**config.mk**
```make
export PLATFORM = sky130hd
export DESIGN_NAME = anneal_accept_decider
export DESIGN_NICKNAME = d
export VERILOG_FILES = /design/src/rtl/anneal_pkg.sv /design/src/rtl/anneal_schedule.sv /design/src/rtl/anneal_accept_decider.sv
export SDC_FILE = /design/constraint.sdc
export NUM_CORES = 1
export LEC_CHECK = 0
export ABC_CLOCK_PERIOD_IN_PS = 5940
export CORE_ASPECT_RATIO = 1.2
export CORE_MARGIN = 4
export CORE_UTILIZATION = 40
export DETAILED_ROUTE_END_ITERATION = 10
export PLACE_DENSITY = 0.56
export SYNTH_ARGS = -nofsm -noshare
export SYNTH_HDL_FRONTEND = slang
export SYNTH_SLANG_ARGS = --single-unit
```
**constraint.sdc**
```tcl
create_clock -name clk -period 5.94 [get_ports clk]
set_input_delay 1.485 -clock clk [delete_from_list [all_inputs] [get_ports clk]]
set_output_delay 1.485 -clock clk [all_outputs]
set_load 0.05 [all_outputs]
```
**src/rtl/anneal_pkg.sv**
```systemverilog
// Shared types and default widths for the annealing accept/reject decider.
package anneal_pkg;

  typedef enum logic [1:0] {
    IDLE   = 2'd0,
    MUL    = 2'd1,
    DECIDE = 2'd2,
    HOLD   = 2'd3
  } accept_state_t;

  localparam int RAND_W_DEF    = 20;
  localparam int BETA_FRAC_DEF = 8;
  localparam int BETA_W_DEF    = 16;

  typedef logic [BETA_W_DEF-1:0] beta_t;

endpackage

```
**src/rtl/anneal_schedule.sv**
```systemverilog
// Cooling schedule: beta register and per-level step counter, advanced by
// output handshakes, reloaded by restart, saturating at BETA_MAX.
module anneal_schedule
  import anneal_pkg::*;
#(
  parameter int BETA_W          = 16,
  parameter int BETA0           = 256,
  parameter int BETA_STEP       = 16,
  parameter int BETA_MAX        = 4096,
  parameter int STEPS_PER_LEVEL = 64
) (
  input  logic              clk,
  input  logic              rst,
  input  logic              restart,
  input  logic              hs,
  output logic [BETA_W-1:0] beta
);

  localparam int CNT_W = (STEPS_PER_LEVEL > 1) ? $clog2(STEPS_PER_LEVEL) : 1;
  localparam logic [CNT_W-1:0] LAST_STEP = CNT_W'(STEPS_PER_LEVEL - 1);

  logic [BETA_W-1:0] beta_q, beta_d;
  logic [CNT_W-1:0]  cnt_q, cnt_d;
  logic [BETA_W:0]   beta_sum;

  always_comb begin
    beta_d   = beta_q;
    cnt_d    = cnt_q;
    // One extra bit keeps the increment from wrapping before the clamp.
    beta_sum = {1'b0, beta_q} + (BETA_W+1)'(BETA_STEP);
    if (restart) begin
      beta_d = BETA_W'(BETA0);
      cnt_d  = '0;
    end else if (hs) begin
      if (cnt_q == LAST_STEP) begin
        cnt_d  = '0;
        beta_d = (beta_sum > (BETA_W+1)'(BETA_MAX)) ? BETA_W'(BETA_MAX)
                                                     : beta_sum[BETA_W-1:0];
      end else begin
        cnt_d = cnt_q + CNT_W'(1);
      end
    end
  end

  always_ff @(posedge clk or negedge rst) begin
    if (!rst) begin
      beta_q <= BETA_W'(BETA0);
      cnt_q  <= '0;
    end else begin
      beta_q <= beta_d;
      cnt_q  <= cnt_d;
    end
  end

  assign beta = beta_q;

endmodule

```
**src/rtl/anneal_accept_decider.sv**
```systemverilog
// Accept/reject decider for proposed spike flips using a shift-based Boltzmann
// approximation. Optional ANNEAL_STATS_EN adds accept/reject counters.
module anneal_accept_decider
  import anneal_pkg::*;
#(
  parameter int RAND_W          = RAND_W_DEF,
  parameter int DELTA_W         = 21,
  parameter int BETA_W          = 16,
  parameter int BETA_FRAC       = BETA_FRAC_DEF,
  parameter int BETA0           = 256,
  parameter int BETA_STEP       = 16,
  parameter int BETA_MAX        = 4096,
  parameter int STEPS_PER_LEVEL = 64
) (
  input  logic               clk,
  input  logic               rst,
  input  logic               restart,
  input  logic               in_valid,
  output logic               in_ready,
  input  logic [DELTA_W-1:0] delta,
  input  logic [RAND_W-1:0]  rand_in,
  output logic               rand_take,
  output logic               out_valid,
  input  logic               out_ready,
  output logic               out_accept,
  output logic [BETA_W-1:0]  beta_out
`ifdef ANNEAL_STATS_EN
  ,
  output logic [31:0]        accept_cnt,
  output logic [31:0]        reject_cnt
`endif
);

  localparam int PROD_W = DELTA_W + BETA_W + 1;
  localparam int SH_W   = $clog2(RAND_W + 1);

  accept_state_t              state_q, state_d;
  logic signed [DELTA_W-1:0]  delta_q, delta_d;
  logic signed [PROD_W-1:0]   prod_q, prod_d;
  logic                       accept_q, accept_d;
  logic [BETA_W-1:0]          beta;
  logic signed [PROD_W-1:0]   shift_w;
  logic [RAND_W:0]            thresh;
  logic                       decide_accept;
  logic                       out_hs;

  assign out_hs = (state_q == HOLD) && out_ready;

  anneal_schedule #(
    .BETA_W          (BETA_W),
    .BETA0           (BETA0),
    .BETA_STEP       (BETA_STEP),
    .BETA_MAX        (BETA_MAX),
    .STEPS_PER_LEVEL (STEPS_PER_LEVEL)
  ) u_schedule (
    .clk     (clk),
    .rst     (rst),
    .restart (restart),
    .hs      (out_hs),
    .beta    (beta)
  );

  // Probability 2^-shift is realised as a threshold on the uniform LFSR word.
  always_comb begin
    shift_w       = prod_q >>> BETA_FRAC;
    thresh        = {1'b1, {RAND_W{1'b0}}} >> shift_w[SH_W-1:0];
    decide_accept = 1'b0;
    if (delta_q[DELTA_W-1] || (delta_q == '0)) begin
      decide_accept = 1'b1;
    end else if (shift_w >= $signed(PROD_W'(RAND_W))) begin
      decide_accept = 1'b0;
    end else begin
      decide_accept = ({1'b0, rand_in} < thresh);
    end
  end

  always_comb begin
    state_d  = state_q;
    delta_d  = delta_q;
    prod_d   = prod_q;
    accept_d = accept_q;
    unique case (state_q)
      IDLE: begin
        if (in_valid) begin
          delta_d = $signed(delta);
          state_d = MUL;
        end
      end
      MUL: begin
        prod_d  = $signed({{(PROD_W-DELTA_W){delta_q[DELTA_W-1]}}, delta_q}) *
                  $signed({{(PROD_W-BETA_W){1'b0}}, beta});
        state_d = DECIDE;
      end
      DECIDE: begin
        accept_d = decide_accept;
        state_d  = HOLD;
      end
      HOLD: begin
        if (out_ready) state_d = IDLE;
      end
      default: state_d = IDLE;
    endcase
  end

  always_ff @(posedge clk or negedge rst) begin
    if (!rst) begin
      state_q  <= IDLE;
      delta_q  <= '0;
      prod_q   <= '0;
      accept_q <= 1'b0;
    end else begin
      state_q  <= state_d;
      delta_q  <= delta_d;
      prod_q   <= prod_d;
      accept_q <= accept_d;
    end
  end

  assign in_ready   = (state_q == IDLE);
  assign out_valid  = (state_q == HOLD);
  assign rand_take  = (state_q == DECIDE);
  assign out_accept = accept_q;
  assign beta_out   = beta;

`ifdef ANNEAL_STATS_EN
  logic [31:0] accept_cnt_q, accept_cnt_d;
  logic [31:0] reject_cnt_q, reject_cnt_d;

  always_comb begin
    accept_cnt_d = accept_cnt_q;
    reject_cnt_d = reject_cnt_q;
    if (restart) begin
      accept_cnt_d = '0;
      reject_cnt_d = '0;
    end else if (out_hs) begin
      if (accept_q) accept_cnt_d = accept_cnt_q + 32'd1;
      else          reject_cnt_d = reject_cnt_q + 32'd1;
    end
  end

  always_ff @(posedge clk or negedge rst) begin
    if (!rst) begin
      accept_cnt_q <= '0;
      reject_cnt_q <= '0;
    end else begin
      accept_cnt_q <= accept_cnt_d;
      reject_cnt_q <= reject_cnt_d;
    end
  end

  assign accept_cnt = accept_cnt_q;
  assign reject_cnt = reject_cnt_q;
`endif

endmodule

```
==> reports/results.ini, run 1 <==
[status]
status = finished with violations
violations = setup timing

[finish]
utilization = 0.502
area_delta_synth_final_pct = 23.9
final_nets = 2138
drive_above_1_share = 0.204
diodes = 0

[route]
firstDrtPassIters = 5
wl_per_cell_um = 15.9
vias = 10541
vias_per_cell = 4.85
ant_nets = 0
wl_um = 34600
drtIter0Drc = 435
drc = 0

[timing]
setup_slack_ps = -168
drv_slew = 0
tns_ps = -736
rsz0062_at_grt = yes
min_period_ps = 6110
post-route-period-util = 1.03
setup_viol = 10
skew_ps = 7.90
finalHoldViolations = 0
worst_pin_slew_ps = 878
maxSlewHeadroom = 0.415
fmax_mhz = 164

[synth]
synth_top_family_by_area = adder cells
synthArstFlopShare = 1.00
postSynthAreaPerCell_um2 = 9.40
synth_top_area_cell = fa_1
synth-simple-area-share = 0.149
ys_top_cells_by_count = inv_1, fa_1, nand2_1
synth_cell_types = 71
synth-main-ff-cell = dfrtp_1
syn_inst = 1505
synth_adder_area_share = 0.488
synth_area_leaders = fa_1, dfrtp_1, ha_1
yosysWarnings = 0
synth_most_common_cell = inv_1
synth_seq_cells = 72
synth_seq_area_share = 0.127
synth_area_um2 = 14100
synthDominantCellAreaShare = 0.388
synth_xor_area_frac = 0.0223
synthMuxAreaShare = 0.0343
synth_compound_area_frac = 0.0671
synth_edf_count = 0

[global_route]
grt_use_total = 0.189
overflow = 0
grt_first_pass_wirelength_um = 58400
grt_start_max_net_pins = 60
grt_pass1_vias = 11764
antenna_found_initial = 0

[die]
dieArea_um2 = 38400
initial_utilization = 0.405
ios = 66
row_count = 75
coreArea_um2 = 34900
die_h_um = 214
die_w_um = 180

[setup_path]
start_kind = register
cp.required_ps = 6190
r2r_slack_ps = -170
arrival_ps = 6360
rr_worst_depth = 21
r2r_start = u_schedule.beta[8]
critPathKind = register to register
r2r_end = prod_q[25]
cp_max_fo = 8
endpoint_kind = register

[place]
place.gp.congestion = 0.828
dp_hpwl_um = 28900
portBuffers = 61

[cts]
cts_tree = done
path_clk_slew_ps = 60
cts_hold_buf = 0
clock_path_buffers = 2
cts_inserted_buffers = 9
cts.sinks = 72
h-tree-depth = 3
insertion_delay_ps = 360
cts-root-buf = clkbuf_16

[hold_path]
worstHoldEndpoint = prod_q[23]
hold_path_depth = 2
hold_start = prod_q[23]
hold_path.class = register to register

[flow_run]
max-cap-violations = 0

[layer usage]
layer	vias up	wire, µm	track usage
met5	-	0	0
met3	63	650	0.0206
met1	5410	12900	0.209
met4	0	1300	0.0706
li1	4909	-	-
met2	159	19800	0.370
[layout make-up]
type	instances	area (µm²)
Fill cell	3298	17400
Multi-Input combinational cell	1074	11600
Timing Repair Buffer	212	1970
Sequential cell	72	1820
Inverter	336	1260
Tap cell	462	578
Clock buffer	12	267
Clock inverter	4	51.3
[critical path, stage by stage (launching register included)]
cell	delay [ps]
dfstp_4	680
buf_12	140
buf_6	100
nand2_4	30
fa_1	470
inv_1	50
fa_1	510
fa_1	440
fa_1	510
fa_1	520
inv_1	50
fa_1	490
inv_2	50
ha_4	200
a21o_1	170
a21o_1	170
a2111oi_4	300
o21ai_2	110
a22o_2	250
o21a_1	190
or3_1	340
a31o_1	210
[state kept, by name, indices dropped and copies added, names as in the netlist]
signal	cells
out_accept	1
u_schedule.cnt_q	6
u_schedule.beta	12
prod_q	30
state_q	2
delta_q	21
[cells by family (layout without fill, tap and decap cells)]
kind of cell,after synthesis,in the layout
buffers and inverters,415,564
AND/OR/NAND/NOR,414,414
adder cells (fa/ha/maj),387,387
AO/OA/AOI/OAI,136,136
flip-flops,72,72
multiplexers,43,43
XOR/XNOR,36,36
other,2,58
[what timing repair did]
action | CTS | global route
gates resized for setup | 27 | 73
buffers inserted | 3 | 12
pin swaps | 18 | 59
gates cloned | 0 | 2
setup endpoints to repair | 20 | 20
[through the flow]
| step | std cells | worst slack (ps) | hold slack [ps] | area [µm²] |
|---|---|---|---|---|
| global placement | 2141 | -173 | 472 | 16700 |
| detailed placement | 2141 | -262 | 476 | 16700 |
| CTS | 2160 | -105 | 490 | 17100 |
| global route | 2172 | -330 | 530 | 17500 |
| floorplan | 1561 | -188 | 450 | 14700 |
| finish | 2172 | -168 | 487 | 17500 |
[worst max-delay path by stage]
stage                       startpoint    endpoint
floorplan           u_schedule.beta[8]  prod_q[25]
global route        u_schedule.beta[8]  prod_q[33]
global placement    u_schedule.beta[8]  prod_q[33]
finish              u_schedule.beta[8]  prod_q[25]
CTS                 u_schedule.beta[5]  prod_q[25]
detailed placement  u_schedule.beta[8]  prod_q[33]
[layout by cell type (no fill, tap or decap), drive strengths merged, types with 9 or more instances in the layout]
master         netlist  final
a21o                10     10
a21oi               39     39
and2               132    132
buf                 13    150
clkbuf              66     14
clkdlybuf4s50        0     60
conb                 2     58
dfrtp               71     71
fa                 274    274
ha                 113    113
inv                336    335
mux2                41     41
nand2              170    170
nand3               16     16
nand4               10     10
nor2                23     23
nor2b               11     11
nor3                 9      9
nor4                14     14
o21ai               31     31
xnor2               24     24
xor2                12     12
Power of run 1 is left out: the tool's default activity adds up to more than one toggle a clock period on the data nets, which glitch-free logic cannot reach.
==> run 2: changes to the inputs <==
--- a/config.mk
+++ b/config.mk
@@ -7,7 +7,6 @@
 export LEC_CHECK = 0
 export ABC_CLOCK_PERIOD_IN_PS = 5940
 export CORE_ASPECT_RATIO = 1.2
-export CORE_MARGIN = 4
 export CORE_UTILIZATION = 40
 export DETAILED_ROUTE_END_ITERATION = 10
 export PLACE_DENSITY = 0.56
==> run 2 against run 1 <==
The flow still finishes with violations (setup timing). Fmax barely moved. Cell count rose by 1.2%. Wire length rose by 1.2%. Non-clock buffer count rose by 25. Critical path depth did not move. Design area rose by 0.83%. Global-route usage rose by 2.0 points. Clock skew rose by 3.5 ps. Worst hold slack improved by 9.3 ps. First-iteration DRC count fell by 11%. Critical path type unchanged.
==> reports/results.ini, run 2 (same netlist as run 1, synthesis figures left out) <==
[global_route]
grt_first_pass_wirelength_um = 58500
grt_start_max_net_pins = 64
antenna_found_initial = 0
grt_use_total = 0.210
grt_pass1_vias = 11802
overflow = 0

[setup_path]
cp.required_ps = 6190
crit_chain = buf_4 > nand2_1 > fa_1 > inv_1 > fa_1 > fa_1 > fa_1 > fa_1 > inv_1 > fa_1 > inv_1 > ha_2 > and3_4 > and3_4 > nand3_4 > a211oi_4 > o41ai_4 > buf_6 > o21a_4 > xnor2_1 > mux2_4
arrival_ps = 6360
cp_max_fo = 6
cp_slowest_stage_delay_ps = 690
endpoint_kind = register
slowest_stage = dfstp_4
critPathKind = register to register
critPathMostFrequentCell = fa_1
start_kind = register

[finish]
register_area_um2 = 1820
largest_register = prod_q
final_common_cell = inv_1
largest_register_ffs = 30
diodes = 0
final_nets = 2163
final_cell_mix = inv_1, fa_1, nand2_1
drive_above_1_share = 0.218
multi_input_area_um2 = 11600
post-route-cell-area_um2 = 17700
area_delta_synth_final_pct = 24.9
fillers = 3354
instances_no_fill = 2197

[place]
dp_hpwl_um = 29200
place.gp.congestion = 0.856
dpl_cell_area_um2 = 16800
portBuffers = 61
dp.cells = 2160
dp_slack_ps = -269

[route]
vias = 10580
firstDrtPassIters = 5
drtIter0Drc = 387
vias_per_cell = 4.82
wl_um = 35000
ant_nets = 0
wl_per_cell_um = 15.9
drc = 0

[timing]
rsz0062_at_grt = yes
post-route-period-util = 1.03
setup_slack_ps = -169
worst_pin_slew_ps = 1080
skew_ps = 11.4
drv_slew = 0
min_period_ps = 6110
finalHoldViolations = 0
setup_viol = 12
maxSlewHeadroom = 0.279
whs_ps = 497
fmax_mhz = 164

[die]
coreArea_um2 = 34900
die_w_um = 174
dieArea_um2 = 36100
ios = 66
row_count = 75
initial_utilization = 0.405
die_h_um = 208

[cts]
cts.sinks = 72
path_clk_slew_ps = 70
cts_inserted_buffers = 9
clock_path_buffers = 2
cts_hold_buf = 0
cts-root-buf = clkbuf_16
insertion_delay_ps = 370
h-tree-depth = 3
cts_tree = done

[flow_run]
max-cap-violations = 0

[status]
status = finished with violations
violations = setup timing

[hold_path]
hold_path.class = register to register

## run 2: timing repair
| item | in CTS | in global routing |
|---|---|---|
| gates resized for setup | 44 | 73 |
| endpoints found under the hold margin | 0 | 0 |
| pin swaps | 47 | 36 |
| setup buffers | 14 | 9 |
| cloned | 0 | 1 |
| setup endpoints to repair | 19 | 20 |
## run 2: path summary, 6_finish.rpt
path	from	end	slack, ps	cells past startpoint
min in group asynchronous	rst	delta_q[12]	930	1
min reg2reg	prod_q[23]	prod_q[23]	500	2
max in group asynchronous	rst	u_schedule.beta[10]	3850	2
max	u_schedule.beta[8]	prod_q[34]	-170	21
max reg2reg	u_schedule.beta[8]	prod_q[34]	-170	21
min	prod_q[23]	prod_q[23]	500	2
## run 2: metrics by stage
step	utilization	TNS, ps
after floorplan	-	-500
after global placement	0.481	-1370
after detailed placement	0.481	-2000
after CTS	0.496	-777
after global routing	0.506	-4910
final	0.506	-892
## run 2: worst max-delay path: cells and delay by family (launching register included)
family          cells  cell delay (ps)
fa+ha+maj           7             3300
flops               1              690
compound gates      3              680
simple gates        4              530
buf+inv             5              430
mux                 1              250
xor+xnor            1              110
## run 2: area by class of cell
type	instances	area share
multi-input combinational	1074	0.657
timing repair buffer	237	0.120
sequential	72	0.103
inverter	336	0.0716
tap	462	0.0327
clock buffer	10	0.0130
clock inverter	6	0.00255
## run 2: layer usage
layer | global-route usage | share of wire | vias up
met1 | 0.227 | 0.38 | 5432
met4 | 0.0995 | 0.046 | 0
met5 | 0 | 0 | -
met3 | 0.0203 | 0.018 | 68
met2 | 0.405 | 0.56 | 119
li1 | - | - | 4961
Power of run 2 is left out for the same reason.
